<file path="src/rtl/ppu_pkg.sv">
// Shared PPU definitions: bus widths, the irq-clear address, write-scheduler
// FSM states and the buffered CPU write record.
package ppu_pkg;

    localparam int unsigned PPU_ADDR_W = 12;
    localparam int unsigned PPU_DATA_W = 32;

    // Writes to this word address clear the frame irq and are never buffered.
    localparam logic [PPU_ADDR_W-1:0] IRQ_CLR_ADDR = 12'hFFF;

    typedef enum logic [1:0] {
        WS_ACTIVE,
        WS_DRAIN,
        WS_DONE
    } ws_state_t;

    typedef struct packed {
        logic [PPU_ADDR_W-1:0] addr;
        logic [PPU_DATA_W-1:0] data;
    } cpu_wr_t;

endpackage

</file>
<file path="src/rtl/ppu_sync_fifo.sv">
// Synchronous FIFO with a combinational head read.
// Ports:
//   clk, reset    clock and synchronous active-high reset
//   push, wdata   enqueue wdata (caller only pushes when !full or popping)
//   pop, rdata    dequeue; rdata always shows the head entry
//   full, empty   occupancy flags derived from count
//   count         number of stored entries, 0..DEPTH
module ppu_sync_fifo #(
    parameter int unsigned WIDTH = 8,
    parameter int unsigned DEPTH = 16
) (
    input  logic                       clk,
    input  logic                       reset,
    input  logic                       push,
    input  logic [WIDTH-1:0]           wdata,
    input  logic                       pop,
    output logic [WIDTH-1:0]           rdata,
    output logic                       full,
    output logic                       empty,
    output logic [$clog2(DEPTH):0]     count
);

    localparam int unsigned PTR_W = $clog2(DEPTH);
    localparam int unsigned CNT_W = PTR_W + 1;

    logic [WIDTH-1:0] mem_q [DEPTH];
    logic [PTR_W-1:0] wr_ptr_q, wr_ptr_d;
    logic [PTR_W-1:0] rd_ptr_q, rd_ptr_d;
    logic [CNT_W-1:0] count_q, count_d;

    // DEPTH is a power of two, so pointer increments wrap on their own.
    always_comb begin
        wr_ptr_d = wr_ptr_q;
        rd_ptr_d = rd_ptr_q;
        count_d  = count_q;
        if (push) begin
            wr_ptr_d = wr_ptr_q + PTR_W'(1);
        end
        if (pop) begin
            rd_ptr_d = rd_ptr_q + PTR_W'(1);
        end
        if (push && !pop) begin
            count_d = count_q + CNT_W'(1);
        end else if (pop && !push) begin
            count_d = count_q - CNT_W'(1);
        end
    end

    always_ff @(posedge clk) begin
        if (reset) begin
            wr_ptr_q <= '0;
            rd_ptr_q <= '0;
            count_q  <= '0;
        end else begin
            wr_ptr_q <= wr_ptr_d;
            rd_ptr_q <= rd_ptr_d;
            count_q  <= count_d;
        end
    end

    // Storage needs no reset; validity is tracked by the pointers and count.
    always_ff @(posedge clk) begin
        if (push) begin
            mem_q[wr_ptr_q] <= wdata;
        end
    end

    assign rdata = mem_q[rd_ptr_q];
    assign full  = (count_q == CNT_W'(DEPTH));
    assign empty = (count_q == '0);
    assign count = count_q;

endmodule

</file>
<file path="src/rtl/ppu_write_scheduler.sv">
// Buffers CPU bus writes to PPU memories and commits them only during vblank,
// so the CPU cannot tear tile/sprite/OAM/palette data mid-frame. Raises the
// frame irq at the start of each vblank.
// Ports:
//   clk, reset          clock and synchronous active-high reset
//   chipselect, write   Avalon slave select and write strobe
//   address, write_data Avalon word address and write data
//   vblank              high during vertical blanking
//   waitrequest         high while the FIFO is full
//   wr_valid            one-cycle commit strobe toward addr_decode
//   wr_addr, wr_data    commit address/data, held between commits
//   irq                 frame interrupt (level)
//   overflow            sticky: a write was dropped because the FIFO was full
module ppu_write_scheduler #(
    parameter int unsigned       DEPTH        = 16,
    parameter int unsigned       ADDR_W       = ppu_pkg::PPU_ADDR_W,
    parameter int unsigned       DATA_W       = ppu_pkg::PPU_DATA_W,
    parameter logic [ADDR_W-1:0] IRQ_CLR_ADDR = ppu_pkg::IRQ_CLR_ADDR
) (
    input  logic              clk,
    input  logic              reset,
    input  logic              chipselect,
    input  logic              write,
    input  logic [ADDR_W-1:0] address,
    input  logic [DATA_W-1:0] write_data,
    input  logic              vblank,
    output logic              waitrequest,
    output logic              wr_valid,
    output logic [ADDR_W-1:0] wr_addr,
    output logic [DATA_W-1:0] wr_data,
    output logic              irq,
    output logic              overflow
);

    import ppu_pkg::*;

    localparam int unsigned CNT_W = $clog2(DEPTH) + 1;

    ws_state_t         state_q, state_d;
    logic              vblank_q;
    logic              irq_q, irq_d;
    logic              overflow_q, overflow_d;
    logic              wr_valid_q, wr_valid_d;
    logic [ADDR_W-1:0] wr_addr_q, wr_addr_d;
    logic [DATA_W-1:0] wr_data_q, wr_data_d;

    cpu_wr_t          push_entry, head_entry;
    logic             fifo_full, fifo_empty;
    logic [CNT_W-1:0] fifo_count;
    logic             wr_cmd, is_clr, vblank_rise, push, pop, drop;

    assign wr_cmd      = chipselect & write;
    assign is_clr      = (address == IRQ_CLR_ADDR);
    assign vblank_rise = vblank & ~vblank_q;
    assign pop         = (state_q == WS_DRAIN) & vblank & ~fifo_empty;
    // A simultaneous pop frees the slot, so a push is legal even when full.
    assign push        = wr_cmd & ~is_clr & (~fifo_full | pop);
    assign drop        = wr_cmd & ~is_clr & fifo_full & ~pop;

    assign push_entry.addr = address;
    assign push_entry.data = write_data;

    ppu_sync_fifo #(
        .WIDTH ($bits(cpu_wr_t)),
        .DEPTH (DEPTH)
    ) u_fifo (
        .clk   (clk),
        .reset (reset),
        .push  (push),
        .wdata (push_entry),
        .pop   (pop),
        .rdata (head_entry),
        .full  (fifo_full),
        .empty (fifo_empty),
        .count (fifo_count)
    );

    always_comb begin
        state_d = state_q;
        unique case (state_q)
            WS_ACTIVE: begin
                if (vblank_rise) begin
                    state_d = WS_DRAIN;
                end
            end
            WS_DRAIN: begin
                if (!vblank) begin
                    state_d = WS_ACTIVE;
                end else if (fifo_empty ||
                             (pop && !push && fifo_count == CNT_W'(1))) begin
                    state_d = WS_DONE;
                end
            end
            WS_DONE: begin
                if (!vblank) begin
                    state_d = WS_ACTIVE;
                end else if (!fifo_empty) begin
                    state_d = WS_DRAIN;
                end
            end
            default: state_d = WS_ACTIVE;
        endcase
    end

    always_comb begin
        // vblank start outranks a same-cycle clear so a new frame is never missed.
        irq_d = irq_q;
        if (vblank_rise) begin
            irq_d = 1'b1;
        end else if (wr_cmd && is_clr) begin
            irq_d = 1'b0;
        end
        overflow_d = overflow_q | drop;
        wr_valid_d = pop;
        wr_addr_d  = pop ? head_entry.addr : wr_addr_q;
        wr_data_d  = pop ? head_entry.data : wr_data_q;
    end

    always_ff @(posedge clk) begin
        if (reset) begin
            state_q    <= WS_ACTIVE;
            vblank_q   <= 1'b0;
            irq_q      <= 1'b0;
            overflow_q <= 1'b0;
            wr_valid_q <= 1'b0;
            wr_addr_q  <= '0;
            wr_data_q  <= '0;
        end else begin
            state_q    <= state_d;
            vblank_q   <= vblank;
            irq_q      <= irq_d;
            overflow_q <= overflow_d;
            wr_valid_q <= wr_valid_d;
            wr_addr_q  <= wr_addr_d;
            wr_data_q  <= wr_data_d;
        end
    end

    assign waitrequest = fifo_full;
    assign wr_valid    = wr_valid_q;
    assign wr_addr     = wr_addr_q;
    assign wr_data     = wr_data_q;
    assign irq         = irq_q;
    assign overflow    = overflow_q;

endmodule
</file>
<file path="config.mk">
export PLATFORM = sky130hd
export DESIGN_NAME = ppu_write_scheduler
export DESIGN_NICKNAME = d
export VERILOG_FILES = /design/src/rtl/ppu_pkg.sv /design/src/rtl/ppu_sync_fifo.sv /design/src/rtl/ppu_write_scheduler.sv
export SDC_FILE = /design/constraint.sdc
export NUM_CORES = 1
export LEC_CHECK = 0
export BUFFER_PORTS_ARGS = -buffer_cell sky130_fd_sc_hd__buf_2
export CORE_MARGIN = 2
export CORE_UTILIZATION = 35
export CTS_BUF_LIST = sky130_fd_sc_hd__clkbuf_16
export DETAILED_ROUTE_END_ITERATION = 10
export SYNTH_ARGS = -nofsm -noshare
export SYNTH_HDL_FRONTEND = slang
export SYNTH_SLANG_ARGS = --single-unit
</file>
<file path="constraint.sdc">
create_clock -name clk -period 7.65 [get_ports clk]
set_input_delay 0.765 -clock clk [delete_from_list [all_inputs] [get_ports clk]]
set_output_delay 0.765 -clock clk [all_outputs]
set_load 0.005 [all_outputs]
</file>
==> impl_metrics.ini, run 1 <==
[placed_design]
io_buffer_count = 96
dp_hpwl_mm = 34.5
place_inst = 2480
routabilityCongestion = 0.714
post-place-ws_ps = 3850

[worst_hold_path]
holdPathEnd = wr_data[19]$_SDFFE_PP0P_
hp-start = wr_data[19]$_SDFFE_PP0P_
hp-class = register to register
hold_depth = 2

[cts]
clkLatencyLatePin_ps = 630
cts-hold-fix-buffers = 0
cts_setup_buffers = 0
tritoncts = done
cts-root-buf = clkbuf_16
cts.clk_slew.worst_paths_ps = 60
cts-resized-gates = 0
cts.htree.levels = 3
clock_path_buffers = 3
numCtsBuffers = 76
clock-sinks = 767

[power_and_ir_drop]
ir_worst_vdd_mv = 0.151
p_leak_uw = 0.0103
p_per_area_mw_per_mm2 = 256
finalPower_uw = 8440

[worst_setup_path]
slowest_delay_ps = 1160
crit_required_ps = 8110
worstRegToRegCells = 6
setup.worst_path.end_class = register
rr_endpoint = wr_data[10]$_SDFFE_PP0P_
path_class = register to register
crit_fanout = 74
reg2reg_from = u_fifo.rd_ptr_q[1]$_SDFFE_PP0P_
startpoint_type = register
critPathArrivalTime_ps = 3980
cp-startpoint = u_fifo.rd_ptr_q[1]$_SDFFE_PP0P_
crit_slowest_cell = dfxtp_4
crit_top_cell = a21oi_1
ff2ff_setup_slack_ps = 4120
crit_chain = buf_4, mux4_2, a22oi_1, a21oi_1, a21oi_1, nor2_1

[final_layout]
finalNonFillerCells = 2623
fillers = 7186
areaGrowthSynthToFinish_pct = 14.7
final_cell_mix = edfxtp_1, mux4_2, buf_2, a21oi_1, a22oi_1
fin_nets = 1546
final_common_cell = edfxtp_1
drive_above_1_share_pct = 28.0

[yosys]
synth-seq-cells = 767
yosysWarnings = 0
synth_area_mm2 = 0.0288
seq_area_frac_synth_pct = 77.8
async_reset_ff_share_pct = 0
synth-main-ff-cell = edfxtp_1
synth_cells = 1364
synth_fp_nets = 1422
synth_cell_type_count = 45
syn_area_per_cell_um2 = 21.1
synth_edf_count = 704

[timing]
clock_skew_ps = 23.6
fin_crit_sh_pct = 46.1
finalMaxSlewViolations = 0
finalHoldViolCount = 0
fin_crit_ps = 3530
fin_ws_ps = 4120
relSlewSlack_pct = 18.4
rsz0062_at_grt = no
max_freq_mhz = 283
worst_pin_slew_ps = 1220
setup_viol = 0
holdWs_ps = 484
setup_tns_ps = 0

[detailed_routing]
post-route-drc-count = 0
ant_nets = 0
viasPerCell = 5.26
wire_per_inst_um = 24.7
vias = 13805
first_iter_violations = 1287
wirelength_mm = 64.9
drt_pass1_iterations = 7

[floorplan]
start_util_pct = 35.2
fp.dieW_um = 291
row_count = 105
die_area_mm2 = 0.0846
core-area_mm2 = 0.0817
io_pins = 97
die_h_um = 291

[grt]
track_usage_pct = 15.3
grt_max_degree = 106
grt_pass1_wl_mm = 95.8
grt_pass1_vias = 14442
antenna_found_initial = 17
grt_overflow = 0

[outcome]
status = complete, no violations

[run]
cap_viol_max_count = 0
## per-layer routing
metal / routed length [um] / part of all wire (%) / global-route usage (%)
met5: 149 / 0.23 / 0
met4: 1340 / 2.1 / 4.74
met3: 4690 / 7.2 / 4.31
met2: 31700 / 49 / 25.3
met1: 27000 / 42 / 19.7
## cell families after synthesis
family | after synthesis | synth area share, %
xor gates and xnor gates | 6 | 0.183
and+or+nand+nor | 122 | 2.00
muxes | 179 | 13.9
DFF | 767 | 77.8
buffers and inverters | 84 | 1.30
AOI/OAI and AO/OA | 197 | 4.41
adders and majority gates | 9 | 0.391
## state kept, by name, indices dropped and copies added (netlist names), 2 cells and up
register / flops
wr_addr: 12
u_fifo.count: 5
wr_data: 32
u_fifo.rd_ptr_q: 4
u_fifo.wr_ptr_q: 4
state_q: 2
u_fifo.mem_q: 704
## synthesized netlist by cell type (2+ instances only)
cell type,count,area share [%]
edfxtp_1,704,73
mux4_2,176,14
a21oi_1,93,1.6
a22oi_1,88,2.3
nor2_1,72,0.94
dfxtp_1,63,4.4
clkbuf_1,42,0.55
buf_2,27,0.47
nand2_1,12,0.16
ha_1,9,0.39
nor2b_1,8,0.17
nor3_1,8,0.14
nand3_1,6,0.10
buf_1,5,0.065
buf_4,5,0.13
inv_1,4,0.052
xnor2_1,4,0.12
nand2b_1,3,0.065
nand4_1,3,0.065
o21ai_0,3,0.052
a2bb2oi_1,2,0.061
mux2_1,2,0.078
nand3_2,2,0.070
xor2_1,2,0.061
## worst max-delay path: cells and delay by family, from the launching register on
kind | cells | cell delay [ps]
DFF | 1 | 1160
buffers and inverters | 1 | 950
AOI/OAI and AO/OA | 3 | 710
muxes | 1 | 410
and+or+nand+nor | 1 | 60
## worst max path at each step
stage	to	slack [ps]	cells after the start
2_1_floorplan	u_fifo.mem_q[0][0]$_DFFE_PP_	2630	7
3_3_place_gp	u_fifo.mem_q[6][39]$_DFFE_PP_	3950	7
3_5_place_dp	u_fifo.mem_q[7][41]$_DFFE_PP_	3850	6
4_1_cts	wr_data[10]$_SDFFE_PP0P_	4120	6
5_1_grt	wr_data[13]$_SDFFE_PP0P_	3940	6
6_report	wr_data[10]$_SDFFE_PP0P_	4120	6
## power breakdown
part	internal, uW	switching [uW]	leakage [uW]
combinational	112	171	0.00220
sequential	4610	21.4	0.00685
clock	1980	1560	0.00122
## metrics by stage
| stage | instance area, um2 | util (%) |
|---|---|---|
| 4_1_cts | 33000 | 40.4 |
| 6_report | 33000 | 40.4 |
| 2_1_floorplan | 28800 | - |
| 5_1_grt | 33000 | 40.4 |
| 3_3_place_gp | 30600 | 37.5 |
| 3_5_place_dp | 30600 | 37.5 |
## area by class of cell
class / count / area [um2] / area share [%]
multi-input combinational: 513 / 6150 / 18.6
timing repair buffer: 126 / 718 / 2.17
clock buffer: 77 / 1930 / 5.84
antenna: 2 / 5.00 / 0.0152
tap: 1070 / 1340 / 4.05
sequential: 767 / 22400 / 67.9
inverter: 4 / 15.0 / 0.0455
clock inverter: 64 / 455 / 1.38
Power figures use the tool's default switching activity.
==> run 2, diff against run 1 <==
clock period = 3.3 ns   (was 7.65 ns; I/O delays follow)
==> impl_metrics.ini, run 2 (synthesis results as in run 1) <==
[outcome]
status = complete, no violations

[placed_design]
post-place-ws_ps = 414
dp_hpwl_mm = 39.0
io_buffer_count = 96
routabilityCongestion = 0.735

[timing]
fin_ws_ps = 418
max_freq_mhz = 347
relSlewSlack_pct = 45.6
fin_crit_sh_pct = 87.3
clock_skew_ps = 14.8
setup_viol = 0
worst_pin_slew_ps = 814
rsz0062_at_grt = no
fin_crit_ps = 2880
finalHoldViolCount = 0
setup_tns_ps = 0
finalMaxSlewViolations = 0

[power_and_ir_drop]
ir_worst_vdd_mv = 0.368
p_per_area_mw_per_mm2 = 600
p_leak_uw = 0.0105

[final_layout]
final_util_pct = 41.2
fillers = 7176
largest_reg_flops = 704
drive_above_1_share_pct = 29.5
final_common_cell = edfxtp_1
largest-register = u_fifo.mem_q
regArea_mm2 = 0.0224
fin_nets = 1569
areaGrowthSynthToFinish_pct = 16.9
final_cell_mix = edfxtp_1, mux4_2, buf_2, a21oi_1, a22oi_1
multiInputGateArea_mm2 = 0.00618

[worst_setup_path]
rr_endpoint = u_fifo.mem_q[4][23]$_DFFE_PP_
worstRegToRegCells = 8
ff2ff_setup_slack_ps = 420
path_class = register to register
crit_required_ps = 3540
setup.worst_path.end_class = register
critPathArrivalTime_ps = 3130
startpoint_type = register
crit_fanout = 27
reg2reg_from = u_fifo.count[0]$_SDFFE_PP0P_

[cts]
cts.htree.levels = 3
cts_setup_buffers = 0
cts-root-buf = clkbuf_16
cts-hold-fix-buffers = 0
cts-resized-gates = 0
clock-sinks = 767
tritoncts = done
numCtsBuffers = 75
cts.clk_slew.worst_paths_ps = 60
clkLatencyLatePin_ps = 610
clock_path_buffers = 3

[floorplan]
core-area_mm2 = 0.0817
die_h_um = 291
io_pins = 97
fp.dieW_um = 291
start_util_pct = 35.2
die_area_mm2 = 0.0846
row_count = 105

[worst_hold_path]
hold_depth = 3
holdPathEnd = irq$_SDFFE_PP0P_
hp-start = vblank
hp-class = primary input to register

[grt]
antenna_found_initial = 7
grt_pass1_wl_mm = 98.0
grt_pass1_vias = 14722
grt_max_degree = 60
grt_overflow = 0
track_usage_pct = 15.7

[detailed_routing]
wirelength_mm = 65.9
first_iter_violations = 1408
drt_pass1_iterations = 5
viasPerCell = 5.25
vias = 13848
wire_per_inst_um = 25.0
ant_nets = 0
post-route-drc-count = 0

[run]
cap_viol_max_count = 0
==> run 2: cell types whose count changed in the layout (fill, tap and decap cells not counted), moves of 4 or more <==
cell,previous run,this run
bufinv_16,4,12
buf_12,1,24
clkinv_2,11,7
clkinv_1,25,16
nor3_2,4,0
nor3_4,1,5
==> run 2: layout make-up <==
type                       instances  area share [%]
sequential                       767            66.6
multi-input combinational        513            18.4
clock buffer                      79            5.87
tap                             1070            3.98
timing repair buffer             150            3.52
clock inverter                    54            1.64
inverter                           4          0.0446
antenna                            3          0.0223
==> run 2: worst max-delay path, stage by stage, from the launching register on <==
cell and delay, ps:
dfxtp_1 440, inv_1 110, ha_1 210, and4bb_2 240
a21boi_1 190, nor2_1 340, nand2_1 330, nor2_4 200
buf_4 450
==> run 2: metrics by stage <==
step	hold slack [ps]	cells	area, um2	power (uW)
floorplan	429	1364	28800	11300
global placement	461	2504	31100	11600
detailed placement	475	2504	31100	11600
CTS	37.1	2637	33700	20400
global route	70.7	2637	33700	20800
finish	75.6	2640	33700	20200
==> run 2: power by group <==
group	internal [uW]	leakage (uW)	total [uW]	switching (uW)
Sequential	10700	0.00685	10700	42.9
Combinational	279	0.00238	702	422
Clock	5260	0.00128	8780	3530
Total	16200	0.0105	20200	3990
==> run 2: layer usage <==
| metal | share of wire [%] | vias to the layer above | global-route usage [%] | wire length, um |
|---|---|---|---|---|
| li1 | - | 5983 | - | - |
| met1 | 41 | 7347 | 20.3 | 27100 |
| met2 | 51 | 407 | 26.7 | 33500 |
| met3 | 5.1 | 109 | 2.85 | 3390 |
| met4 | 2.9 | 2 | 5.09 | 1880 |
| met5 | 0.024 | - | 0 | 16 |
==> run 2: worst max-delay path by stage <==
stage / cells after the start / slack (ps) / to / start
after detailed placement: 8 / 410 / u_fifo.mem_q[4][4]$_DFFE_PP_ / u_fifo.count[0]$_SDFFE_PP0P_
final: 8 / 420 / u_fifo.mem_q[4][23]$_DFFE_PP_ / u_fifo.count[0]$_SDFFE_PP0P_
after global placement: 8 / 510 / u_fifo.mem_q[4][4]$_DFFE_PP_ / u_fifo.count[0]$_SDFFE_PP0P_
after floorplan: 7 / -550 / u_fifo.mem_q[12][0]$_DFFE_PP_ / u_fifo.count[0]$_SDFFE_PP0P_
after CTS: 8 / 420 / u_fifo.mem_q[4][4]$_DFFE_PP_ / u_fifo.count[0]$_SDFFE_PP0P_
after global routing: 8 / 200 / u_fifo.mem_q[4][11]$_DFFE_PP_ / u_fifo.count[0]$_SDFFE_PP0P_
